## src/rtl/alu_issue_stage_if.sv

```systemverilog
// Bundle between the issue stage, its requester, its result consumer and the external ALU.
// Latency: none, wires only.
// Backpressure: carried by in_valid/in_ready and out_valid/out_ready.
interface alu_issue_stage_if;
    // request side
    logic        in_valid;
    logic        in_ready;
    logic [3:0]  in_op;
    logic [15:0] in_a;
    logic [15:0] in_b;
    logic        in_use_cin;

    // one-hot controls to the ALU
    logic        B15to0;
    logic        AandB;
    logic        AorB;
    logic        notB;
    logic        shlB;
    logic        shrB;
    logic        AaddB;
    logic        AsubB;
    logic        AmulB;
    logic        AcmpB;

    // operands to the ALU and its response
    logic [15:0] alu_a;
    logic [15:0] alu_b;
    logic        alu_cin;
    logic [15:0] aluout;
    logic        cout;
    logic        zout;

    // result side
    logic        out_valid;
    logic        out_ready;
    logic [15:0] out_result;
    logic        out_err;

    // architectural flags
    logic        cflag;
    logic        zflag;

    // the issue stage itself
    modport slave (
        input  in_valid, in_op, in_a, in_b, in_use_cin,
        input  aluout, cout, zout,
        input  out_ready,
        output in_ready,
        output B15to0, AandB, AorB, notB, shlB, shrB, AaddB, AsubB, AmulB, AcmpB,
        output alu_a, alu_b, alu_cin,
        output out_valid, out_result, out_err,
        output cflag, zflag
    );

    // requester, consumer and ALU seen from outside the stage
    modport master (
        output in_valid, in_op, in_a, in_b, in_use_cin,
        output aluout, cout, zout,
        output out_ready,
        input  in_ready,
        input  B15to0, AandB, AorB, notB, shlB, shrB, AaddB, AsubB, AmulB, AcmpB,
        input  alu_a, alu_b, alu_cin,
        input  out_valid, out_result, out_err,
        input  cflag, zflag
    );
endinterface

```

## src/rtl/alu_issue_stage.sv

```systemverilog
// Issues one request at a time to an external one-hot ALU, owns the carry/zero flags, returns the result.
// Latency: accept cycle, one EXEC cycle, out_valid high in the following DONE cycle.
// Backpressure: DONE holds a stable result until out_ready; in_ready only in IDLE, so one request per 3 cycles at best.
module alu_issue_stage (
    input  logic             clk,
    input  logic             ExternalReset,
    alu_issue_stage_if.slave bus
);

    localparam logic [1:0] IDLE = 2'd0;
    localparam logic [1:0] EXEC = 2'd1;
    localparam logic [1:0] DONE = 2'd2;

    localparam logic [3:0] OP_ADD  = 4'd6;
    localparam logic [3:0] OP_SUB  = 4'd7;
    localparam logic [3:0] OP_CMP  = 4'd9;
    localparam logic [3:0] OP_LAST_ALU = 4'd9;
    localparam logic [3:0] OP_CLRC = 4'd10;
    localparam logic [3:0] OP_SETC = 4'd11;
    localparam logic [3:0] OP_CLRZ = 4'd12;
    localparam logic [3:0] OP_SETZ = 4'd13;

    logic [1:0]  state;
    logic [3:0]  held_op;
    logic [15:0] held_a;
    logic [15:0] held_b;
    logic        held_use_cin;
    logic        cflag_reg;
    logic        zflag_reg;
    logic [15:0] result_reg;
    logic        err_reg;
    logic [9:0]  ctl;

    logic        accept;
    logic        in_exec;
    logic        alu_op;
    logic        carry_in_op;
    logic        carry_out_op;

    assign accept       = (state == IDLE) && bus.in_valid;
    assign in_exec      = (state == EXEC);
    assign alu_op       = (held_op <= OP_LAST_ALU);
    // only add and subtract consume the carry flag
    assign carry_in_op  = (held_op == OP_ADD) || (held_op == OP_SUB);
    // compare also reports through the carry, other ALU ops leave it alone
    assign carry_out_op = carry_in_op || (held_op == OP_CMP);

    // IDLE -> EXEC on accept, EXEC -> DONE always, DONE -> IDLE once the consumer takes the result
    always_ff @(posedge clk) begin
        if (ExternalReset) begin
            state <= IDLE;
        end else begin
            case (state)
                IDLE:    if (accept) state <= EXEC;
                EXEC:    state <= DONE;
                DONE:    if (bus.out_ready) state <= IDLE;
                default: state <= IDLE;
            endcase
        end
    end

    // Latch the request so the requester may change its inputs right after the handshake
    always_ff @(posedge clk) begin
        if (ExternalReset) begin
            held_op      <= '0;
            held_a       <= '0;
            held_b       <= '0;
            held_use_cin <= 1'b0;
        end else if (accept) begin
            held_op      <= bus.in_op;
            held_a       <= bus.in_a;
            held_b       <= bus.in_b;
            held_use_cin <= bus.in_use_cin;
        end
    end

    // Result and error are written only on the EXEC -> DONE edge, so they stay frozen while stalled
    always_ff @(posedge clk) begin
        if (ExternalReset) begin
            result_reg <= '0;
            err_reg    <= 1'b0;
        end else if (in_exec) begin
            if (alu_op) begin
                result_reg <= bus.aluout;
                err_reg    <= 1'b0;
            end else if (held_op <= OP_SETZ) begin
                result_reg <= '0;
                err_reg    <= 1'b0;
            end else begin
                result_reg <= '0;
                err_reg    <= 1'b1;
            end
        end
    end

    // Flags change once per request at the EXEC -> DONE edge; illegal ops touch nothing
    always_ff @(posedge clk) begin
        if (ExternalReset) begin
            cflag_reg <= 1'b0;
            zflag_reg <= 1'b0;
        end else if (in_exec) begin
            if (alu_op) begin
                zflag_reg <= bus.zout;
                if (carry_out_op) begin
                    cflag_reg <= bus.cout;
                end
            end else begin
                case (held_op)
                    OP_CLRC: cflag_reg <= 1'b0;
                    OP_SETC: cflag_reg <= 1'b1;
                    OP_CLRZ: zflag_reg <= 1'b0;
                    OP_SETZ: zflag_reg <= 1'b1;
                    default: ;
                endcase
            end
        end
    end

    // One-hot ALU select, live only while executing a real ALU op
    always_comb begin
        ctl = '0;
        if (in_exec && alu_op) begin
            ctl = 10'd1 << held_op;
        end
    end

    assign bus.B15to0 = ctl[0];
    assign bus.AandB  = ctl[1];
    assign bus.AorB   = ctl[2];
    assign bus.notB   = ctl[3];
    assign bus.shlB   = ctl[4];
    assign bus.shrB   = ctl[5];
    assign bus.AaddB  = ctl[6];
    assign bus.AsubB  = ctl[7];
    assign bus.AmulB  = ctl[8];
    assign bus.AcmpB  = ctl[9];

    // Operands are presented only during EXEC so the ALU sees zeros while idle
    assign bus.alu_a   = in_exec ? held_a : 16'd0;
    assign bus.alu_b   = in_exec ? held_b : 16'd0;
    assign bus.alu_cin = in_exec && carry_in_op && held_use_cin && cflag_reg;

    assign bus.in_ready   = (state == IDLE);
    assign bus.out_valid  = (state == DONE);
    assign bus.out_result = result_reg;
    assign bus.out_err    = err_reg;
    assign bus.cflag      = cflag_reg;
    assign bus.zflag      = zflag_reg;

endmodule

```

## src/flat_wrapper.sv

```systemverilog
// flat-port wrapper written by rule: the top's interface ports become plain ports
module alu_issue_stage_flat 
  (clk, ExternalReset, bus_in_valid, bus_in_op, bus_in_a, bus_in_b, bus_in_use_cin, bus_aluout, bus_cout, bus_zout, bus_out_ready, bus_in_ready, bus_B15to0, bus_AandB, bus_AorB, bus_notB, bus_shlB, bus_shrB, bus_AaddB, bus_AsubB, bus_AmulB, bus_AcmpB, bus_alu_a, bus_alu_b, bus_alu_cin, bus_out_valid, bus_out_result, bus_out_err, bus_cflag, bus_zflag);
  alu_issue_stage_if bus_i ();
  input  logic clk;
  input  logic ExternalReset;
  input wire logic [$bits(bus_i.in_valid)-1:0] bus_in_valid;
  input wire logic [$bits(bus_i.in_op)-1:0] bus_in_op;
  input wire logic [$bits(bus_i.in_a)-1:0] bus_in_a;
  input wire logic [$bits(bus_i.in_b)-1:0] bus_in_b;
  input wire logic [$bits(bus_i.in_use_cin)-1:0] bus_in_use_cin;
  input wire logic [$bits(bus_i.aluout)-1:0] bus_aluout;
  input wire logic [$bits(bus_i.cout)-1:0] bus_cout;
  input wire logic [$bits(bus_i.zout)-1:0] bus_zout;
  input wire logic [$bits(bus_i.out_ready)-1:0] bus_out_ready;
  output wire logic [$bits(bus_i.in_ready)-1:0] bus_in_ready;
  output wire logic [$bits(bus_i.B15to0)-1:0] bus_B15to0;
  output wire logic [$bits(bus_i.AandB)-1:0] bus_AandB;
  output wire logic [$bits(bus_i.AorB)-1:0] bus_AorB;
  output wire logic [$bits(bus_i.notB)-1:0] bus_notB;
  output wire logic [$bits(bus_i.shlB)-1:0] bus_shlB;
  output wire logic [$bits(bus_i.shrB)-1:0] bus_shrB;
  output wire logic [$bits(bus_i.AaddB)-1:0] bus_AaddB;
  output wire logic [$bits(bus_i.AsubB)-1:0] bus_AsubB;
  output wire logic [$bits(bus_i.AmulB)-1:0] bus_AmulB;
  output wire logic [$bits(bus_i.AcmpB)-1:0] bus_AcmpB;
  output wire logic [$bits(bus_i.alu_a)-1:0] bus_alu_a;
  output wire logic [$bits(bus_i.alu_b)-1:0] bus_alu_b;
  output wire logic [$bits(bus_i.alu_cin)-1:0] bus_alu_cin;
  output wire logic [$bits(bus_i.out_valid)-1:0] bus_out_valid;
  output wire logic [$bits(bus_i.out_result)-1:0] bus_out_result;
  output wire logic [$bits(bus_i.out_err)-1:0] bus_out_err;
  output wire logic [$bits(bus_i.cflag)-1:0] bus_cflag;
  output wire logic [$bits(bus_i.zflag)-1:0] bus_zflag;
  assign bus_i.in_valid = bus_in_valid;
  assign bus_i.in_op = bus_in_op;
  assign bus_i.in_a = bus_in_a;
  assign bus_i.in_b = bus_in_b;
  assign bus_i.in_use_cin = bus_in_use_cin;
  assign bus_i.aluout = bus_aluout;
  assign bus_i.cout = bus_cout;
  assign bus_i.zout = bus_zout;
  assign bus_i.out_ready = bus_out_ready;
  assign bus_in_ready = bus_i.in_ready;
  assign bus_B15to0 = bus_i.B15to0;
  assign bus_AandB = bus_i.AandB;
  assign bus_AorB = bus_i.AorB;
  assign bus_notB = bus_i.notB;
  assign bus_shlB = bus_i.shlB;
  assign bus_shrB = bus_i.shrB;
  assign bus_AaddB = bus_i.AaddB;
  assign bus_AsubB = bus_i.AsubB;
  assign bus_AmulB = bus_i.AmulB;
  assign bus_AcmpB = bus_i.AcmpB;
  assign bus_alu_a = bus_i.alu_a;
  assign bus_alu_b = bus_i.alu_b;
  assign bus_alu_cin = bus_i.alu_cin;
  assign bus_out_valid = bus_i.out_valid;
  assign bus_out_result = bus_i.out_result;
  assign bus_out_err = bus_i.out_err;
  assign bus_cflag = bus_i.cflag;
  assign bus_zflag = bus_i.zflag;
  alu_issue_stage u_core (.clk(clk), .ExternalReset(ExternalReset), .bus(bus_i));
endmodule
```

## config.mk

```make
export PLATFORM = sky130hd
export DESIGN_NAME = alu_issue_stage_flat
export DESIGN_NICKNAME = d
export VERILOG_FILES = /design/src/rtl/alu_issue_stage_if.sv /design/src/rtl/alu_issue_stage.sv /design/src/flat_wrapper.sv
export SDC_FILE = /design/constraint.sdc
export NUM_CORES = 1
export LEC_CHECK = 0
export ABC_AREA = 1
export CORE_AREA = 10 10 107 109
export CTS_CLUSTER_DIAMETER = 30
export DETAILED_ROUTE_END_ITERATION = 10
export DIE_AREA = 0 0 117 119
export PLACE_DENSITY = 0.55
export SYNTH_ARGS = -nofsm -noshare
export SYNTH_HDL_FRONTEND = slang
export SYNTH_SLANG_ARGS = --single-unit
```

## constraint.sdc

```tcl
create_clock -name clk -period 1.2 [get_ports clk]
set_input_delay 0.24 -clock clk [delete_from_list [all_inputs] [get_ports clk]]
set_output_delay 0.24 -clock clk [all_outputs]
set_load 0.05 [all_outputs]
```

Word-level counts from Yosys, hierarchy flattened:

Cells that the tools add are included.

* bitwise logic cells: 0
* eq/ne operators: 12
* shift operators: 1
* multipliers: 0
* $lt $le $gt $ge: 2
* div/mod/pow operators: 0
* multiplexer cells: 14
* $add $sub $neg: 0
* reductions and logical operators: 13

Operators by type and width (number)
* two-way mux 16 bit: 3
* equality test 4 bit (second input constant): 5
* two-way mux 10 bit: 1
* << shifter 1 x 4 -> 10 bit (first input constant): 1
* equality test 4 x 3 -> 1 bit (second input constant): 2
* less-or-equal comparator 4 bit (second input constant): 2
* one-hot mux 2 bit (3 select lines): 1
* nonzero test 3 bit: 2
* logical AND 1 bit: 5
* two-way mux 1 bit: 5
* two-way mux 2 bit: 2
* inequality test 2 bit (second input constant): 2
* one-hot mux 1 bit (2 select lines): 2
* AND reduction 2 bit: 2
* AND reduction 3 bit: 1
* equality test 2 x 1 -> 1 bit (second input constant): 1
* equality test 2 bit (second input constant): 1
* logical NOT 2 bit: 1
* logical OR 1 bit: 2
* inequality test 2 x 1 -> 1 bit (second input constant): 1

* output and inout bits: 64
* RAM bits: 0
* memories kept: 0
* memory bits (read-only): 0
* latch bits: 0
* flip-flop bits (word level): 58
* word-level logic and storage cells: 51

Logic depth before layout (Yosys ltp):

* depth after elaboration: 5
* mapped depth: 7
* mapped depth without buffers: 7

Worst setup path before layout:

No wires, ideal clock.

* kind: register to output
* start point: register u_core.state[0]
* end point: output bus_AcmpB
* cell stages (with the launch flop): 5
* required time: 0.960 ns
* data arrival time: 1.731 ns
* setup slack: -0.771 ns
* path through: dfxtp_1 -> nand2_4 -> inv_1 -> nand2_1 -> nor3_1

* word-level cells in the longest chain between the ends: 3

Ends and longest elaborated chain
* start, declared: line alu_issue_stage.sv:23 `logic [1:0] state;`
* start signal, assigned: line alu_issue_stage.sv:51 `state <= IDLE;`
* start signal, assigned: line alu_issue_stage.sv:54 `IDLE: if (accept) state <= EXEC;`
* start signal, assigned: line alu_issue_stage.sv:55 `EXEC: state <= DONE;`
* equality test 2 x 1 -> 1 bit: line alu_issue_stage.sv:41 `assign in_exec = (state == EXEC);`
* logical AND 1 bit: line alu_issue_stage.sv:122 `if (in_exec && alu_op) begin`
* two-way mux 10 bit: line alu_issue_stage.sv:122
* end, declared: line flat_wrapper.sv:26 `output wire logic [$bits(bus_i.AcmpB)-1:0] bus_AcmpB;`

No other way between the ends.

Worst setup path after layout:

* start point: register u_core.state[1]
* end point: output bus_alu_b[5]

* word-level cells in the longest chain between the ends: 2

Ends and longest elaborated chain
* equality test 2 x 1 -> 1 bit: line alu_issue_stage.sv:41
* two-way mux 16 bit: line alu_issue_stage.sv:140 `assign bus.alu_b = in_exec ? held_b : 16'd0;`
* end, declared: line flat_wrapper.sv:28 `output wire logic [$bits(bus_i.alu_b)-1:0] bus_alu_b;`

No other way between the ends.

==> results.md <==
* Run status: finished, violations left
* Violated checks: setup timing
* Post-synthesis instance area at 2450 sq um
* Clock tree root driver cell: sky130_fd_sc_hd__clkbuf_8
* Fraction of layout cells with a size suffix above 1 at approximately 58%
* Chip width at 117 um
* Fin. max-slew vios at 0
* Net count of the finished layout at 545
* Cell leakage power at about 2.2 nW
* Area of the multi-input gates at 1780 sq um
* Portion of the post-synthesis area used by sequential elements at 47.4%
* Setup-violating endpoint count in the final report at 99
* Most used standard cells in the synthesized netlist: sky130_fd_sc_hd__dfxtp_1 (58), sky130_fd_sc_hd__nor2_1 (54), sky130_fd_sc_hd__a21oi_1 (44)
* Timing startpoint of the critical path: u_core.state[1]
* Area leader, netlist: sky130_fd_sc_hd__dfxtp_1
* CP Data Arrival Time at 1370 ps
* Async SR Flop Fraction at 0%
* #FFs+latches synth at just under 60
* Global-route wire length before repair at around 15,000 um
* Slack of the worst reg-to-reg path at -210 ps
* Proportion of total power due to net switching at 33.7%
* Ant diodes at 0
* Final cell area excluding filler cells at 6000 sq um
* Max clock buf depth at 2
* Total global routing track utilization at 13.5%
* Number of sinks driven by the clock tree at 58
* Reg-to-reg critical path startpoint: u_core.state[1]
* Combinational share of power at ~35%
* Worst path buffer plus inverter count at 4
* Avg Synthesized Cell Area at 7.48 sq um
* Remaining global-route overflow at 0
* Number of hold buffers added after cts at 0
* Crit path required time at 960 ps
* Number of enable-type register cells in the synthesized netlist at 0
* Main synth FF type: sky130_fd_sc_hd__dfxtp_1
* Worst hold slack across all endpoints at ~470 ps
* Worst Slack Setup Final at -407 ps
* # IOs at 123
* Max frequency at about 620 MHz
* Vias per Instance at 4.54
* Post-placement cell area at 4940 sq um
* Max-slew headroom at the worst pin at 72.1%
* Number of DRC violations after detailed routing at 0
* Warnings from Yosys at 0
* Pre-CTS setup slack at -153 ps
* Floorplan row count at 36
* Instance count of the mapped netlist at 327
* Clock H-tree levels at 3
* Remaining antenna violation count at 0
* Internal power at 0.00381 W
* Number of placed cells counting well taps at 566
* TritonCTS clock tree: yes
* Worst setup endpoint: bus_alu_b[5]
* Fraction of post-synthesis cell area in the top cell type by area at 47.4%
* Iteration-0 DRC Markers at approximately 120
* Count of input and output buffers at around 120
* Clock buffer count from CTS at 9
* Logic depth of the worst path, buffers included at 6
* Area growth, synth to finish at 145%
* Most common cell in the synthesized netlist: sky130_fd_sc_hd__dfxtp_1
* Max stage delay on crit path at 330 ps
* Post-route clock skew at around 6.0 ps
* DIE AREA at 13,900 sq um
* Height of the die at about 120 um
* Sequential Power Share at 37.6%
* Nature of the critical path endpoint: output port
* Filler-free cell count of the finished design at 605
* Final setup TNS at -22,390 ps
* Worst flop-to-flop path endpoint: u_core.held_op[1]
* Largest delay share family, worst path: buffers and inverters
* Number of nets produced by synthesis at a little under 400
* Ratio of total power to cell area at 957 nW/um^2
* Hold/Removal Path Class: in -> reg
* Routed wire length at 9970 um
* Worst vdd ir at 514 uV
* Slowest stage cell, crit path: sky130_fd_sc_hd__dfxtp_2
* Total area of sequential cells at 1180 sq um
* Power dissipated by switching net loads at 0.00193 W
* Final period utilization at 134%
* Library cells used by synthesis at 20
* Count of maximum capacitance violations at 0
* Largest net degree at the start of global routing at 26
* Floorplan Core Area at between 9000 and 10,000 sq um
* Total vias in the final route at around 2,700
* Final-report hold violation count at 0
* Dpl hpwl at 6330 um
* Antenna violations before repair at 0
* Vias in the first global route at 2,879
* Crit Path Class: reg -> out
* Clock Latency Late Sink at 330 ps
* Largest cells by area after synthesis: sky130_fd_sc_hd__dfxtp_1 (47%), sky130_fd_sc_hd__a21oi_1 (9.0%), sky130_fd_sc_hd__nor2_1 (8.3%), sky130_fd_sc_hd__o21ai_0 (7.0%), sky130_fd_sc_hd__inv_1 (6.4%)
* Starting density of the core at 25.9%
* Crit path cell chain: inv_2 > nand2_4 > buf_6 > buf_4 > nor2_4 > buf_12
* Critical Path Start Type: register
* Clock period minus final worst setup slack at ~1600 ps
* TritonRoute pass-1 iters at 4
* Placer's final routability congestion estimate at around 0.73
* Least-Margin Pin Slew at around 420 ps
* Share of total power in the clock network at a little over a quarter
* Count of cells along the worst register-to-register path at 8
* RSZ-0062 raised after global routing: yes
* Worst-path fanout max at 5
* Count of fill cells added during filler insertion at 738
* Post-DR wirelength/cell at 16.5 um
* Clock transition at the registers of the reported paths at 70 ps
metal layers:
layer / wire, um / vias to the layer above / global-route usage, %
li1: - / 1360 / -
met5: 0 / - / 0
met4: 150 / 0 / 4.64
met3: 761 / 17 / 5.02
met2: 5500 / 77 / 23.5
met1: 3550 / 1294 / 14.6
final cells by class:
cell class              instances  share of cell area [%]
clock buffers                  10                    2.13
clock inverters                 6                   0.729
inverters                      43                    2.90
multi-input cells             207                    29.6
flip-flops and latches         58                    19.6
well taps                     114                    2.38
repair buffers                167                    42.6
power groups by stage:
stage / registers (W) / logic [W] / clock network [W]
floorplan: 0.00227 / 0.000718 / 0
global placement: 0.00219 / 0.00148 / 0
detailed placement: 0.00219 / 0.00149 / 0
CTS: 0.00216 / 0.00185 / 0.00160
global route: 0.00217 / 0.00215 / 0.00171
finish: 0.00216 / 0.00203 / 0.00155
how the worst min path moves through the flow:
| stage | startpoint | endpoint | slack, ps | depth (start not counted) |
|---|---|---|---|---|
| after floorplan | bus_aluout[10] | u_core.bus.out_result[10] | 380 | 2 |
| after detailed placement | u_core.held_use_cin | u_core.held_use_cin | 480 | 2 |
| after CTS | bus_aluout[2] | u_core.bus.out_result[2] | 440 | 3 |
| final | bus_aluout[1] | u_core.bus.out_result[1] | 470 | 3 |
| after global routing | bus_aluout[7] | u_core.bus.out_result[7] | 470 | 3 |
| after global placement | u_core.held_use_cin | u_core.held_use_cin | 470 | 2 |
cells in the final DEF (no fill, tap or decap), drive strengths merged:
master         instances
inv                   43
buf                  105
clkdlybuf4s50         58
clkinvlp               1
a21oi                 54
nor3                   2
nand2                 48
dfxtp                 58
nand3                  7
or2                    1
clkbuf                14
nor2                  56
o21ai                 39
clkinv                 5
through the flow:
step,total power (W),utilization [%]
after floorplan,0.00299,-
after global placement,0.00366,52.3
after detailed placement,0.00368,52.3
after CTS,0.00561,60.1
after global routing,0.00603,63.5
final,0.00574,63.5
worst reg2reg max path: stages, from the launching register on:
cell	delay, ps
sky130_fd_sc_hd__dfxtp_2	330
sky130_fd_sc_hd__buf_4	130
sky130_fd_sc_hd__nor2_4	140
sky130_fd_sc_hd__buf_6	160
sky130_fd_sc_hd__nand2_8	90
sky130_fd_sc_hd__buf_12	160
sky130_fd_sc_hd__buf_16	130
sky130_fd_sc_hd__o21ai_2	120
sky130_fd_sc_hd__a21oi_1	50
cells by family (layout without fill, tap and decap cells):
group | count (synthesis) | in the layout | share of synthesized area, %
AND/OR/NAND/NOR | 113 | 114 | 20.4
buffers and inverters | 63 | 226 | 11.6
AO/OA/AOI/OAI | 93 | 93 | 20.6
flip-flops | 58 | 58 | 47.4
what timing repair did:
item / CTS / global route
pin swaps: 14 / 29
endpoints found under the setup margin: 74 / 100
cloned: 8 / 6
resized for setup: 89 / 56
setup buffers: 9 / 3
(Power assumes the default switching activity.)
